===== src/rtl/fft_bitrev_reorder.sv =====
// -----------------------------------------------------------------------------
// fft_bitrev_reorder
//
// Output reorder stage for the radix-2^2 SDF FFT pipeline. The SDF chain emits
// every N-point frame in bit-reversed index order; this block captures each
// frame into one bank of a ping-pong buffer and replays it in natural order
// (bin 0..N-1) from the other bank. This keeps one sample per cycle flowing
// continuously, with no gaps between back-to-back frames.
//
// Ports:
//   clk        rising-edge clock
//   rst        synchronous active-high reset (dominates all other inputs)
//   enable_in  input sample valid, high for N consecutive cycles per frame
//   in_re      real part of input sample (bit-reversed order)
//   in_im      imaginary part of input sample (bit-reversed order)
//   enable_out output sample valid, high for exactly N cycles per frame
//   out_re     real part of output sample (natural order)
//   out_im     imaginary part of output sample (natural order)
//
// Latency: if the last input sample of a frame is presented in cycle t, then
// bin 0 appears in cycle t+2 and bin N-1 appears in cycle t+N+1.
// -----------------------------------------------------------------------------
module fft_bitrev_reorder #(
    parameter int N     = 64,
    parameter int WIDTH = 8
) (
    input  logic             clk,
    input  logic             rst,
    input  logic             enable_in,
    input  logic [WIDTH-1:0] in_re,
    input  logic [WIDTH-1:0] in_im,
    output logic             enable_out,
    output logic [WIDTH-1:0] out_re,
    output logic [WIDTH-1:0] out_im
);

    localparam int              LOGN = $clog2(N);
    localparam int              DW   = 2 * WIDTH;
    localparam logic [LOGN-1:0] LAST = LOGN'(N - 1);

    typedef enum logic [0:0] {
        ST_IDLE = 1'b0,
        ST_READ = 1'b1
    } rd_state_t;

    // Reverse the LOGN-bit sample index into its natural-order bin address.
    function automatic logic [LOGN-1:0] bitrev(input logic [LOGN-1:0] idx);
        logic [LOGN-1:0] rev;
        rev = '0;
        for (int i = 0; i < LOGN; i++) begin
            rev[i] = idx[LOGN-1-i];
        end
        return rev;
    endfunction

    // Both banks live in one array; the bank select is the address MSB.
    logic [DW-1:0]   mem_r [0:2*N-1];

    logic [LOGN-1:0] wr_cnt_r;
    logic            wr_bank_r;
    rd_state_t       rd_state_r;
    logic [LOGN-1:0] rd_cnt_r;
    logic            rd_bank_r;

    logic            frame_done_s;
    logic            rd_active_s;
    logic [LOGN:0]   wr_addr_s;
    logic [LOGN:0]   rd_addr_s;

    // Frame completion strobe, read-state decode and RAM addresses.
    always_comb begin
        frame_done_s = enable_in && (wr_cnt_r == LAST);
        rd_active_s  = (rd_state_r == ST_READ);
        wr_addr_s    = {wr_bank_r, bitrev(wr_cnt_r)};
        rd_addr_s    = {rd_bank_r, rd_cnt_r};
    end

    // Write side: sample counter and bank select. A gap in enable_in drops
    // any partially captured frame without touching the bank select.
    always_ff @(posedge clk) begin
        if (rst) begin
            wr_cnt_r  <= '0;
            wr_bank_r <= 1'b0;
        end else if (enable_in) begin
            wr_cnt_r <= wr_cnt_r + LOGN'(1);
            if (frame_done_s) begin
                wr_bank_r <= ~wr_bank_r;
            end else begin
                wr_bank_r <= wr_bank_r;
            end
        end else begin
            wr_cnt_r  <= '0;
            wr_bank_r <= wr_bank_r;
        end
    end

    // RAM write port; storage contents are deliberately left unreset.
    always_ff @(posedge clk) begin
        if (!rst && enable_in) begin
            mem_r[wr_addr_s] <= {in_re, in_im};
        end
    end

    // Read FSM with the registered outputs. The synchronous RAM read register
    // doubles as the output register, which gives the two-cycle latency.
    // A frame completion on the final read address restarts the read on the
    // freshly filled bank so back-to-back frames stream without a gap.
    always_ff @(posedge clk) begin
        if (rst) begin
            rd_state_r <= ST_IDLE;
            rd_cnt_r   <= '0;
            rd_bank_r  <= 1'b0;
            enable_out <= 1'b0;
            out_re     <= '0;
            out_im     <= '0;
        end else begin
            enable_out <= rd_active_s;
            if (rd_active_s) begin
                {out_re, out_im} <= mem_r[rd_addr_s];
            end

            if (frame_done_s) begin
                rd_state_r <= ST_READ;
                rd_cnt_r   <= '0;
                rd_bank_r  <= wr_bank_r;
            end else begin
                case (rd_state_r)
                    ST_IDLE: begin
                        rd_cnt_r <= '0;
                    end
                    ST_READ: begin
                        if (rd_cnt_r == LAST) begin
                            rd_state_r <= ST_IDLE;
                            rd_cnt_r   <= '0;
                        end else begin
                            rd_cnt_r <= rd_cnt_r + LOGN'(1);
                        end
                    end
                    default: begin
                        rd_state_r <= ST_IDLE;
                        rd_cnt_r   <= '0;
                    end
                endcase
            end
        end
    end

endmodule


===== config.mk =====
export PLATFORM = sky130hd
export DESIGN_NAME = fft_bitrev_reorder
export DESIGN_NICKNAME = d
export VERILOG_FILES = /design/src/rtl/fft_bitrev_reorder.sv
export SDC_FILE = /design/constraint.sdc
export NUM_CORES = 2
export LEC_CHECK = 0
export CORE_ASPECT_RATIO = 0.8
export CORE_MARGIN = 5
export CORE_UTILIZATION = 60
export DETAILED_ROUTE_END_ITERATION = 12
export PLACE_DENSITY = 0.72
export SLEW_MARGIN = 10
export SYNTH_ARGS = -nofsm -noshare
export SYNTH_HDL_FRONTEND = slang
export SYNTH_SLANG_ARGS = --single-unit

===== constraint.sdc =====
create_clock -name clk -period 6.17 [get_ports clk]
set_clock_uncertainty 0.15 [all_clocks]
set_input_delay 1.234 -clock clk [delete_from_list [all_inputs] [get_ports clk]]
set_output_delay 1.234 -clock clk [all_outputs]
set_load 0.02 [all_outputs]

; ---- After elaboration in Yosys (flattened, before gate mapping)
; Memory sizes are Yosys's and may differ from the RTL's. A register that Yosys moved wholly into a read port is not among the register bits.
; Cells that the tools add are included.
[totals]
ff_bits = 16
mem_bits_rw = 2048
in_bits = 19
out_inout_bits = 17
elab_cells = 27
memories = 1
[op_classes]
addsub = 2
eq_ne = 2
mux = 7
bitwise_logic = 3
reduce_logical = 6
[memory_table]
columns = memory, words, word_bits, read_ports, rd_clocked_by_memory_dff, write_ports, line
row1 = mem_r, 128, 16, 1, 1, 1, 57  ; logic [DW-1:0] mem_r [0:2*N-1];
[ops]
columns = cell, count
row1 = "6-bit by 1-bit adder with 6-bit output, second input constant", 2
row2 = "6-bit == test, second input constant", 2
row3 = 6-bit case mux with 2 select lines, 1
row4 = 6-bit two-way mux, 1
row5 = 1-bit two-way mux, 5
row6 = 2-bit OR reduction, 2
row7 = 1-bit inverter, 3
row8 = 1-bit logical AND, 2
row9 = 2-bit AND reduction, 1
row10 = 1-bit zero test, 1

; ---- Logic depth before layout (Yosys ltp)
[depth]
ltp_word = 4
mapped_depth = 12

; ---- Worst setup path after synthesis
; Ideal clock, no wire load.
[synth_timing]
path_type = input to register
startpoint = input rst
endpoint = memory mem_r[80][0] (netlist name), enable pin
setup_time_ns = 0.430
arrival_ns = 3.496
required_ns = 5.590
setup_slack_ns = 2.094
path_stages = 4
path_buffers = 1
cell_sequence = buf_4 -> nor2b_1 -> nand3_1 -> nor4_1
[synth_between]
elab_chain_cells = 4
[synth_rtl]
columns = element, line
row1 = "start, declared", 28  ; input logic rst,
row2 = 1-bit zero test, 99  ; if (!rst && enable_in) begin
row3 = 1-bit logical AND, 99
row4 = 1-bit two-way mux, 99
row5 = 1-bit two-way mux (not written as such), 100  ; mem_r[wr_addr_s] <= {in_re, in_im};
row6 = "end, declared", 57
; No other way between the ends.

==> parameters.txt <==
Parameter                              Value

Synthesis
  Share of synthesized flip-flops with an asynchronous set or reset ... 0%
  EDFF count, synth ... 2,048
  Area of the mapped netlist ... 80,500 um2
  Distinct cell type count after synthesis ... 62
  Most frequently used flop master after synthesis ... edfxtp_1
  Syn nets ... 3,750
  Mean area per synthesized cell ... 21.6 um2
  Total number of yosys warnings ... 0
  Synthesized instance count ... 3,729
  Count of state elements after synthesis ... 2,080
  Fraction of the yosys area taken by sequential cells ... 77.2%

Die
  Die outline width ... 420 um
  Chip Height ... 338 um
  Core region area ... 134,000 um2
  Initial core utilization ... 60.2%
  I/O pins ... 36
  Die Footprint ... 142,000 um2
  Core Rows ... 120

Hold path
  Hold Path Class ... reg2reg
  Hold wc startpoint ... out_im[0]
  Number of cells traversed by the worst hold path ... 2
  Hold Path Sink ... out_im[0]

Worst setup path
  Worst setup path category ... reg2reg
  Type of element launching the critical path ... flip-flop
  Reg-to-reg setup timing slack ... 1.87 ns
  Worst EP required ... 6.74 ns
  Arrival time of the worst setup path ... 4.87 ns
  Critical R2R Capture ... out_im[3]
  Crit-path leading delay family ... compound AO/OA/AOI/OAI gates
  Crit path buf inv count ... 1
  Worst R2R Path Depth ... 7
  CP max-delay cell ... dfxtp_4
  Worst r2r src ... rd_cnt_r[0]
  Critical Path, Cell by Cell ... buf_12 > mux4_2 > mux2i_1 > nor2_1 > a2111oi_0 > nor3_1 > o32a_1
  Worst-path maximum fanout ... 46
  Kind of capture point of the worst setup path ... flip-flop
  Slowest Stage Delay on Critical Path ... 0.89 ns

STA
  Tmin final ... 4.30 ns
  Maximum frequency from static timing analysis ... 233 MHz
  RSZ-0062 raised after global routing ... no
  Count of final setup violators ... 0
  Worst Hold Slack ... 0.393 ns
  Count of final hold-check violations ... 0
  Worst-case headroom to the max-slew limit ... 16.2%
  Pin slew with the least headroom to its limit ... 1.26 ns
  Fraction of the cycle the final worst path needs ... 69.7%
  Total negative slack for setup checks ... 0 ns
  Max Slew Vio Count ... 0

Layout
  Ratio of cells with drive above 1 in the final layout ... 23.6%
  Net count reported at finish ... 3,958
  Final std cells w/o fill ... 5,862
  Syn-to-layout area delta ... 11.0%

Power
  Worst IR Drop VDD ... 0.330 mV
  Cell Pwr Density ... 306 nW/um2
  Leakage dissipation ... 0.0265 uW

Clock tree
  Clk slew on worst S/H paths ... 0.07 ns
  Post-CTS setup buffer count ... 0
  TritonCTS buffer count ... 188
  Number of hold buffers added after CTS ... 0
  Clock tree from TritonCTS ... built
  Clock latency on the worst-skew pair ... 0.83 ns
  Number of gates given a new drive strength after cts ... 0
  # H-tree levels ... 4
  Buffer cell driving the clock tree root ... clkbuf_16
  Maximum count of clock buffers along a single path ... 3
  Clock sink count ... 2,080

Placed design
  Port-buffer cells ... 35
  DP Cell Count ... 5,516
  Final HPWL from detailed placement ... 119,000 um
  Gpl congestion ... 0.949

Global route
  Vias in the first global route ... 38,600
  Wire length of the first global-routing pass ... 287,000 um
  Grt met1 use ... 43.5%
  Pin count of the biggest net entering global routing ... 133
  Gr usage total ... 28.7%
  Total gr overflow ... 0
  Most heavily used metal layer in global routing ... met1
  Antenna violations before repair ... 9
  M3 GR Usage ... 8.16%
  GR Util met2 ... 40.9%

Status
  Run status ... completed

Routing
  Total via count in the routed design ... 39,900
  DRT iter0 DRCs ... 6,243
  Via density ... 6.81
  Number of antenna-violating nets in the routed design ... 0
  # DRC ... 0
  Wire length after detailed routing ... 200,000 um
  Wire length per cell ... 34.2 um
  Detailed-routing iteration count for the pre-antenna-repair pass ... 8

Job
  Max-capacitance violation count ... 0
-- sequential cells by signal, summed over array words and instances (netlist names) --
register,cells
rd_cnt_r,6
enable_out,1
rd_bank_r,1
wr_cnt_r,6
out_im,8
wr_bank_r,1
mem_r,2048
out_re,8
rd_active_s,1
-- kinds of logic after synthesis --
logic type / count (synthesis) / share of synthesized area, %
multiplexers: 767 / 16.4
buffers and inverters: 217 / 1.68
AND/OR/NAND/NOR: 366 / 2.05
flip-flops: 2080 / 77.2
AO/OA/AOI/OAI: 289 / 2.55
adder cells (fa/ha/maj): 2 / 0.0311
XOR/XNOR: 8 / 0.0870
-- cell type report --
cell class                      instances  area, um2
Multi-Input combinational cell       1432      17100
Timing Repair Buffer                  231       1880
Sequential cell                      2080      62200
Tap cell                             1769       2210
Antenna cell                            4       10.0
Inverter                                4       15.0
Clock buffer                          231       4950
Clock inverter                        111       1070
Fill cell                            8344      44300
-- placed cells by master, fill, tap and decap left out, types with 36 or more instances in the layout --
cell | Yosys | layout
clkinv_1 | 0 | 44
nand2_1 | 70 | 70
a21oi_1 | 52 | 52
edfxtp_1 | 2048 | 2048
buf_4 | 46 | 204
clkbuf_16 | 0 | 190
a221oi_1 | 36 | 36
mux2i_1 | 308 | 308
nor2_1 | 180 | 172
mux4_2 | 436 | 436
clkbuf_1 | 57 | 37
-- power by group --
group | switching (uW) | internal (uW) | leakage, uW | total [uW]
combinational | 292 | 27.9 | 0.00493 | 320
sequential | 4.02 | 15500 | 0.0187 | 15500
clock | 5060 | 6450 | 0.00295 | 11500
-- metrics by stage --
stage	total power (uW)	util, %	area, um2	worst slack (ns)
5_1_grt	28100	66.9	89400	1.61
6_report	27400	66.9	89400	1.87
3_5_place_dp	16100	62.4	83300	1.75
4_1_cts	27500	66.9	89400	1.86
3_3_place_gp	16100	62.4	83300	1.82
2_1_floorplan	15900	-	80500	2.09
-- layer usage --
layer / wire, um / share of wire (%)
met2: 88500 / 44
met3: 25800 / 13
met5: 29 / 0.014
met4: 7650 / 3.8
met1: 78400 / 39
-- worst min-delay path, delay by kind of cell, from the launching register on --
family             cells  cell delay, ns
AOI/OAI and AO/OA      1            0.06
and+or+nand+nor        1            0.08
DFF                    1            0.36
-- Yosys cell counts, types with 3 or more instances --
master     count  area, um2
a2111oi_0      8       70.1
a2111oi_1      5       50.1
a211oi_1      14        105
a21oi_1       52        260
a221oi_1      36        315
a22oi_1       35        263
a31oi_1        6       37.5
a41oi_1        4       35.0
and2_1        16        100
buf_1         12       45.0
buf_12         5        100
buf_2         68        340
buf_4         46        345
buf_6         20        225
buf_8          4       60.1
clkbuf_1      57        214
dfxtp_1       32        641
edfxtp_1    2048      61500
inv_1          3       11.3
mux2_2        19        214
mux2i_1      308       3080
mux4_1         4        105
mux4_2       436       9820
nand2_1       70        263
nand2b_1       4       25.0
nand3_1       25        125
nand3b_1       4       30.0
nand4_1        4       25.0
nor2_1       180        676
nor2b_1       16        100
nor3_1        15       75.1
nor4_1        10       62.6
o211ai_1      15        113
o21ai_0       35        175
o221ai_1      26        228
o22ai_1       29        181
o31a_1         3       26.3
o31ai_1        3       22.5
o41ai_1        3       26.3
or2_2          7       43.8
or3_1          3       18.8
or3b_2         4       35.0
xnor2_1        4       35.0
xor2_1         4       35.0
-- how the worst max path moves through the flow --
stage | from | end | slack [ns] | cells past startpoint
2_1_floorplan | rst | mem_r[80][0] | 2.09 | 4
3_3_place_gp | rst | mem_r[54][11] | 1.82 | 6
3_5_place_dp | rst | mem_r[17][3] | 1.75 | 5
4_1_cts | rd_cnt_r[0] | out_im[3] | 1.86 | 7
5_1_grt | rd_cnt_r[0] | out_im[4] | 1.61 | 8
6_report | rd_cnt_r[0] | out_im[3] | 1.87 | 7
Power figures use the tool's default switching activity.
